`config.mk`:
```
export PLATFORM = sky130hd
export DESIGN_NAME = collision_score
export DESIGN_NICKNAME = d
export VERILOG_FILES = /design/src/rtl/collision_score.sv
export SDC_FILE = /design/constraint.sdc
export NUM_CORES = 1
export LEC_CHECK = 0
export ABC_AREA = 1
export ABC_CLOCK_PERIOD_IN_PS = 2100
export CAP_MARGIN = 20
export CORE_UTILIZATION = 43
export DETAILED_ROUTE_END_ITERATION = 6
export MAX_ROUTING_LAYER = met4
export PLACE_DENSITY = 0.91
export SYNTH_ARGS = -nofsm -noshare
export SYNTH_HDL_FRONTEND = slang
export SYNTH_SLANG_ARGS = --single-unit
```
`constraint.sdc`:
```
create_clock -name i_clk -period 2.1 [get_ports i_clk]
set_input_delay 0.63 -clock i_clk [delete_from_list [all_inputs] [get_ports i_clk]]
set_output_delay 0.63 -clock i_clk [all_outputs]
set_load 0.005 [all_outputs]
```
`src/rtl/collision_score.sv`:
```
// rtl/collision_score.sv - game-state FSM with collision detection and BCD scoring
//
// Purpose : Runs the IDLE/PLAY/HIT/OVER game loop. Each physics strobe
//           tests the bird box against the pipe and the floor, and
//           counts points reported by the pipe generator.
// Optional: HIGH_SCORE_EN macro adds the best-score register; without it
//           o_hiscore is tied to 000.
// Ports   : i_clk, i_rst_n (async active-low), i_physics_stb, i_start,
//           i_p_x1/x2/y1/y2 (pipe), i_b_x1/x2/y1/y2 (bird), i_point_add,
//           o_state, o_score, o_hiscore, o_collide, o_freeze.
module collision_score #(
    parameter int D_HEIGHT = 480,
    parameter int HIT_HOLD = 60
) (
    input  logic        i_clk,
    input  logic        i_rst_n,
    input  logic        i_physics_stb,
    input  logic        i_start,
    input  logic [11:0] i_p_x1,
    input  logic [11:0] i_p_x2,
    input  logic [11:0] i_p_y1,
    input  logic [11:0] i_p_y2,
    input  logic [11:0] i_b_x1,
    input  logic [11:0] i_b_x2,
    input  logic [11:0] i_b_y1,
    input  logic [11:0] i_b_y2,
    input  logic        i_point_add,
    output logic [1:0]  o_state,
    output logic [11:0] o_score,
    output logic [11:0] o_hiscore,
    output logic        o_collide,
    output logic        o_freeze
);

    typedef enum logic [1:0] {
        S_IDLE = 2'd0,
        S_PLAY = 2'd1,
        S_HIT  = 2'd2,
        S_OVER = 2'd3
    } state_t;

    state_t      state_q, state_d;
    logic [11:0] score_q, score_d;
    logic [7:0]  hold_q, hold_d;
    logic        collide_q, collide_d;
    logic        start_q;

    logic start_edge;
    logic x_ov, y_out, floor_hit, hit;

    // Three-digit BCD increment; 999 rolls over to 000.
    function automatic logic [11:0] bcd_inc(input logic [11:0] v);
        logic [3:0] d2, d1, d0;
        d2 = v[11:8];
        d1 = v[7:4];
        d0 = v[3:0];
        if (d0 == 4'd9) begin
            d0 = 4'd0;
            if (d1 == 4'd9) begin
                d1 = 4'd0;
                d2 = (d2 == 4'd9) ? 4'd0 : d2 + 4'd1;
            end else begin
                d1 = d1 + 4'd1;
            end
        end else begin
            d0 = d0 + 4'd1;
        end
        return {d2, d1, d0};
    endfunction

    assign start_edge = i_start & ~start_q;

    assign x_ov      = (i_b_x2 > i_p_x1) && (i_b_x1 < i_p_x2);
    assign y_out     = (i_b_y1 < i_p_y1) || (i_b_y2 > i_p_y2);
    assign floor_hit = (i_b_y2 >= 12'(D_HEIGHT));
    assign hit       = (x_ov && y_out) || floor_hit;

    always_comb begin
        state_d   = state_q;
        score_d   = score_q;
        hold_d    = hold_q;
        collide_d = collide_q;
        case (state_q)
            S_IDLE: begin
                if (start_edge) begin
                    state_d   = S_PLAY;
                    score_d   = 12'h000;
                    collide_d = 1'b0;
                end
            end
            S_PLAY: begin
                if (i_physics_stb) begin
                    collide_d = hit;
                    // A collision on the same strobe as a point wins.
                    if (hit) begin
                        state_d = S_HIT;
                        hold_d  = 8'(HIT_HOLD);
                    end else if (i_point_add) begin
                        score_d = bcd_inc(score_q);
                    end
                end
            end
            S_HIT: begin
                if (i_physics_stb) begin
                    hold_d = hold_q - 8'd1;
                    if (hold_q == 8'd1) begin
                        state_d = S_OVER;
                    end
                end
            end
            S_OVER: begin
                if (start_edge) begin
                    state_d = S_IDLE;
                end
            end
            default: state_d = S_IDLE;
        endcase
    end

    always_ff @(posedge i_clk or negedge i_rst_n) begin
        if (!i_rst_n) begin
            state_q   <= S_IDLE;
            score_q   <= 12'h000;
            hold_q    <= 8'd0;
            collide_q <= 1'b0;
            start_q   <= 1'b0;
        end else begin
            state_q   <= state_d;
            score_q   <= score_d;
            hold_q    <= hold_d;
            collide_q <= collide_d;
            start_q   <= i_start;
        end
    end

`ifdef HIGH_SCORE_EN
    logic [11:0] hiscore_q, hiscore_d;

    // BCD digits order the same way as plain binary, so an unsigned compare suffices.
    always_comb begin
        hiscore_d = hiscore_q;
        if (state_q == S_HIT && state_d == S_OVER && score_q > hiscore_q) begin
            hiscore_d = score_q;
        end
    end

    always_ff @(posedge i_clk or negedge i_rst_n) begin
        if (!i_rst_n) begin
            hiscore_q <= 12'h000;
        end else begin
            hiscore_q <= hiscore_d;
        end
    end

    assign o_hiscore = hiscore_q;
`else
    assign o_hiscore = 12'h000;
`endif

    assign o_state   = state_q;
    assign o_score   = score_q;
    assign o_collide = collide_q;
    assign o_freeze  = (state_q != S_PLAY);

endmodule

```
==> results.md <==
Worst hold path:
- The type of the worst min-delay path is reg2reg.
- The cell depth of the worst hold path is 2.
- The startpoint of the tightest hold check path is o_score[3].
- The end point of the most critical hold path is o_score[3].

Worst setup path:
- The capturing element type of the critical path is a flip-flop.
- The sum of buffers and inverters on the critical path is 3.
- The slowest cell on the critical path is ha_4.
- In this design, the stage delay of the slowest critical-path cell is ~0.27 ns.
- STA puts the critical path data arrival time at between 2 and 2.5 ns.
- The library cell appearing most often on the critical path is nand2_2.
- Of all nets on the critical path, the largest fanout is 8.
- The critical path required time is 2.26 ns.
- Traced cell by cell, the critical path runs through dlygate4sd2_1 -> ha_4 -> nand2_2 -> inv_2 -> buf_4 -> nand4_1 -> nand2_1 -> nand2_1 -> nand2_2 -> nand2_4 -> nand2_8 -> nand3_4 -> nand2_4 -> nand2_2.
- The critical path in this run is classified as in2reg.
- The depth of the worst register-to-register path is 11.
- The source of the critical timing path is i_b_y2[3].
- The cell class contributing the biggest share of worst-path delay is simple AND/OR/NAND/NOR gates.
- The worst setup path is launched from an input port.
- The reg-to-reg setup timing slack is 0.17 ns.
- The startpoint identified for the worst register-to-register timing path is o_state[0].
- The terminus of the critical flop-to-flop path is o_score[5].

Placed design:
- In this run the tool buffered the top-level ports with 116 buffer cells.
- Before CTS, the worst setup slack after placement is -0.544 ns.
- After detailed placement, the design holds a cell count of approximately 630.
- The congestion estimate from routability-driven global placement came to 0.933.
- Detailed placement finished with a half-perimeter wire length of 6.45 mm.

GRT:
- The total global routing overflow is 0.
- The global routing usage summed across all routing layers is 0.250.
- The first global-routing pass estimated 14.3 mm of wire.
- The number of global-route vias before repair is 3197.
- The initial antenna violation count is 0.
- Entering global routing, the biggest net connects 25 pins.

Final layout:
- The post-route non-filler standard cell count is 635.
- From synthesis to final layout, the design area changed by 60.9%.
- The library cells used most frequently in the layout, excluding fill and tap cells, are nand2_1 (77), inv_1 (51), clkbuf_2 (38).
- The diode insertion count for antenna repair is 0.
- The most frequent standard cell in the layout excluding fill and tap cells is nand2_1.
- The net total in the final layout is just over 700.
- The share of cells above drive strength 1 is 0.355.

Routing:
- The detail-routed via count per cell is 5.11.
- Dividing the detail-routed wire length by the instance count gives 14.5 microns.
- The detailed-routing iteration count for the pre-antenna-repair pass is 7.
- The via total after detailed routing is 3248.
- The number of remaining DRC errors is 4.
- The detail route stage leaves a number of antenna-violating nets equal to 0.
- The number of DRC markers in iteration 0 is ~140.
- The routed design has between 9 and 10 mm of wire.

Flow run:
- Max-cap violations in this run came to 0.

STA:
- The final setup violation count is 0.
- The final critical-path required period is 2.08 ns.
- The post-layout worst setup margin is 0.0162 ns.
- The maximum frequency from static timing analysis is about 480 MHz.
- The number of slew-limit violations in the final report came to 0.
- The count of endpoints failing hold in the final timing report came to 0.
- Across the routed clock network, the largest skew measured is 0.00151 ns.
- The tightest hold margin is 0.523 ns.
- Dividing the final minimum period by the clock period gives 0.992.

Pwr:
- Of the total power, registers draw 0.228.
- The maximum vdd ir drop is 0.000595 V.
- The switching power share of the total is 0.453.
- The part of the total power dissipated in the clock network is 0.122.
- The analysis attributes to net switching a power of approximately 1.5 mW.
- The total power divided by cell area is roughly 700 mW/mm^2.
- The share of power burned in combinational logic is 0.650.
- The internal power of the cells is 1.84 mW.
- For this design the static power due to leakage is about 2.4 nW.

Floorplan:
- The die is between 80 and 90 microns wide.
- The vertical die dimension is 84.9 microns.
- The overall die area is 0.00720 sq mm.
- For this design the top-level I/O count stands at around 130.
- The total area inside the core boundary comes to 0.00649 sq mm.
- The initial utilization of the core area, before any placement, comes to 0.454.
- The number of rows in the core area is 29.

Clock network:
- The number of buffers between clock root and the deepest sink is 2.
- The library cell used as clock root buffer is clkbuf_8.
- The H-tree depth reported by CTS is 1.
- After clock tree synthesis, the clock-pin slew on the worst setup and hold paths is 0.08 ns.
- The clock tree from TritonCTS is built.
- The number of clock buffers inserted by TritonCTS is 3.
- The clock net in this run drives a total of 24 sinks.
- Buffers inserted to repair hold after CTS numbered 0.
- The latest clock arrival within the worst-skew pair is 0.27 ns.

Synthesis:
- The flip-flop and latch count after synthesis is 24.
- The mapped netlist covers between 0.002 and 0.003 sq mm.
- The number of distinct library cells after synthesis is 35.
- Synthesis produced a netlist whose cell count is ~420.
- During synthesis, Yosys emitted a total of 0 warnings.
- The average cell area after synthesis is 7.01 sq um.
- By area, the combinational part of the netlist is dominated by simple AND/OR/NAND/NOR gates.
- The register area share after synthesis is 0.203.
- Of the total synthesized cell area, the portion taken by full adders, half adders and majority gates is 0.246.
- Of the total synthesized cell area, the portion taken by XOR and XNOR cells is 0.0148.
- The fraction of the mapped netlist area in compound gates is 0.0933.
- The mux contribution to synthesized area is 0.
- The simple-gate area share of the yosys netlist is 0.290.

Status:
- The final reports fail on design-rule violations.
- The flow ran to the end, but the final reports show violations.
layout make-up:
cell class | count | area [sq um]
timing repair buffer | 138 | 1130
clock inverter | 1 | 30.0
sequential | 24 | 601
clock buffer | 3 | 41.3
inverter | 86 | 325
fill | 468 | 1750
tap | 77 | 96.3
multi-input combinational | 306 | 2530
metrics by stage:
step | area (sq um) | total power, mW | setup TNS [ns] | utilization
6_report | 4750 | 3.37 | 0 | 0.731
5_1_grt | 4750 | 3.64 | -0.985 | 0.731
4_1_cts | 4610 | 3.04 | 0 | 0.710
3_5_place_dp | 4260 | 2.54 | -11.83 | 0.656
3_3_place_gp | 4260 | 2.44 | -10.40 | 0.656
2_1_floorplan | 2990 | 1.85 | 0 | -
worst register-to-register path, stage by stage (launching register included):
cell and delay, ns:
dfrtp_1 0.36, buf_4 0.14, inv_1 0.06, ha_1 0.24
inv_1 0.14, o22a_1 0.19, o21ai_1 0.13, nor2_4 0.23
buf_12 0.14, nand2_8 0.06, nand2_1 0.06, o21ai_1 0.07
power by group through the flow:
stage | clock (mW) | sequential, mW | combinational, mW
after floorplan | 0 | 0.746 | 1.11
after global routing | 0.435 | 0.787 | 2.42
after global placement | 0 | 0.764 | 1.68
final | 0.410 | 0.768 | 2.19
after CTS | 0.412 | 0.757 | 1.87
after detailed placement | 0 | 0.777 | 1.77
synthesized netlist by cell type, drive strengths merged:
master    n  area, sq um
a21o      2         16.3
xnor2     1         8.76
conb      1         3.75
o22a      1         8.76
dfrtp    24          601
o21ai    20          104
or3       1         11.3
nand3b    3         22.5
nand4    16          100
a31oi     1         6.26
xor2      4         35.0
o211ai    1         7.51
nor3      4         20.0
a21oi    21          105
a41oi     1         27.5
nor2     27          114
nand3    16         95.1
buf      14          113
clkbuf    2         7.51
or2       7         43.8
inv      86          325
ha       58          726
and2      1         6.26
nand2   109          444
per-layer routing:
layer  vias to the layer above  wire (microns)  share of wire  global-route usage
li1                       1592               -              -                   -
met1                      1517            3510           0.38               0.288
met2                       109            4990           0.54               0.466
met3                        30             420          0.045              0.0272
met4                         0             312          0.034              0.0570
met5                         -               0              0                   -
flip-flops by register name, indices dropped and copies added (netlist names):
name	cells
hold_q	8
o_collide	1
o_score	12
o_state	2
start_q	1
how the worst max path moves through the flow:
stage / end / slack [ns] / cells past startpoint
floorplan: o_state[0] / 0.10 / 15
global placement: o_state[0] / -0.47 / 14
detailed placement: o_score[11] / -0.54 / 15
CTS: o_score[10] / 0.004 / 14
global route: hold_q[5] / -0.1 / 15
finish: o_score[11] / 0.02 / 14
cell families (layout without fill, tap and decap cells):
group,Yosys count,in the layout
simple gates,184,184
xor+xnor,5,5
fa+ha+maj,58,58
compound gates,47,47
flops,24,24
buf+inv,102,228
other cells,1,12
repair_timing:
action                     CTS  global route
pin swaps                   89            78
resized for setup          164           158
setup endpoints to repair   24            24
setup buffers                2             3
No activity file was read; power rests on OpenSTA's default activity.
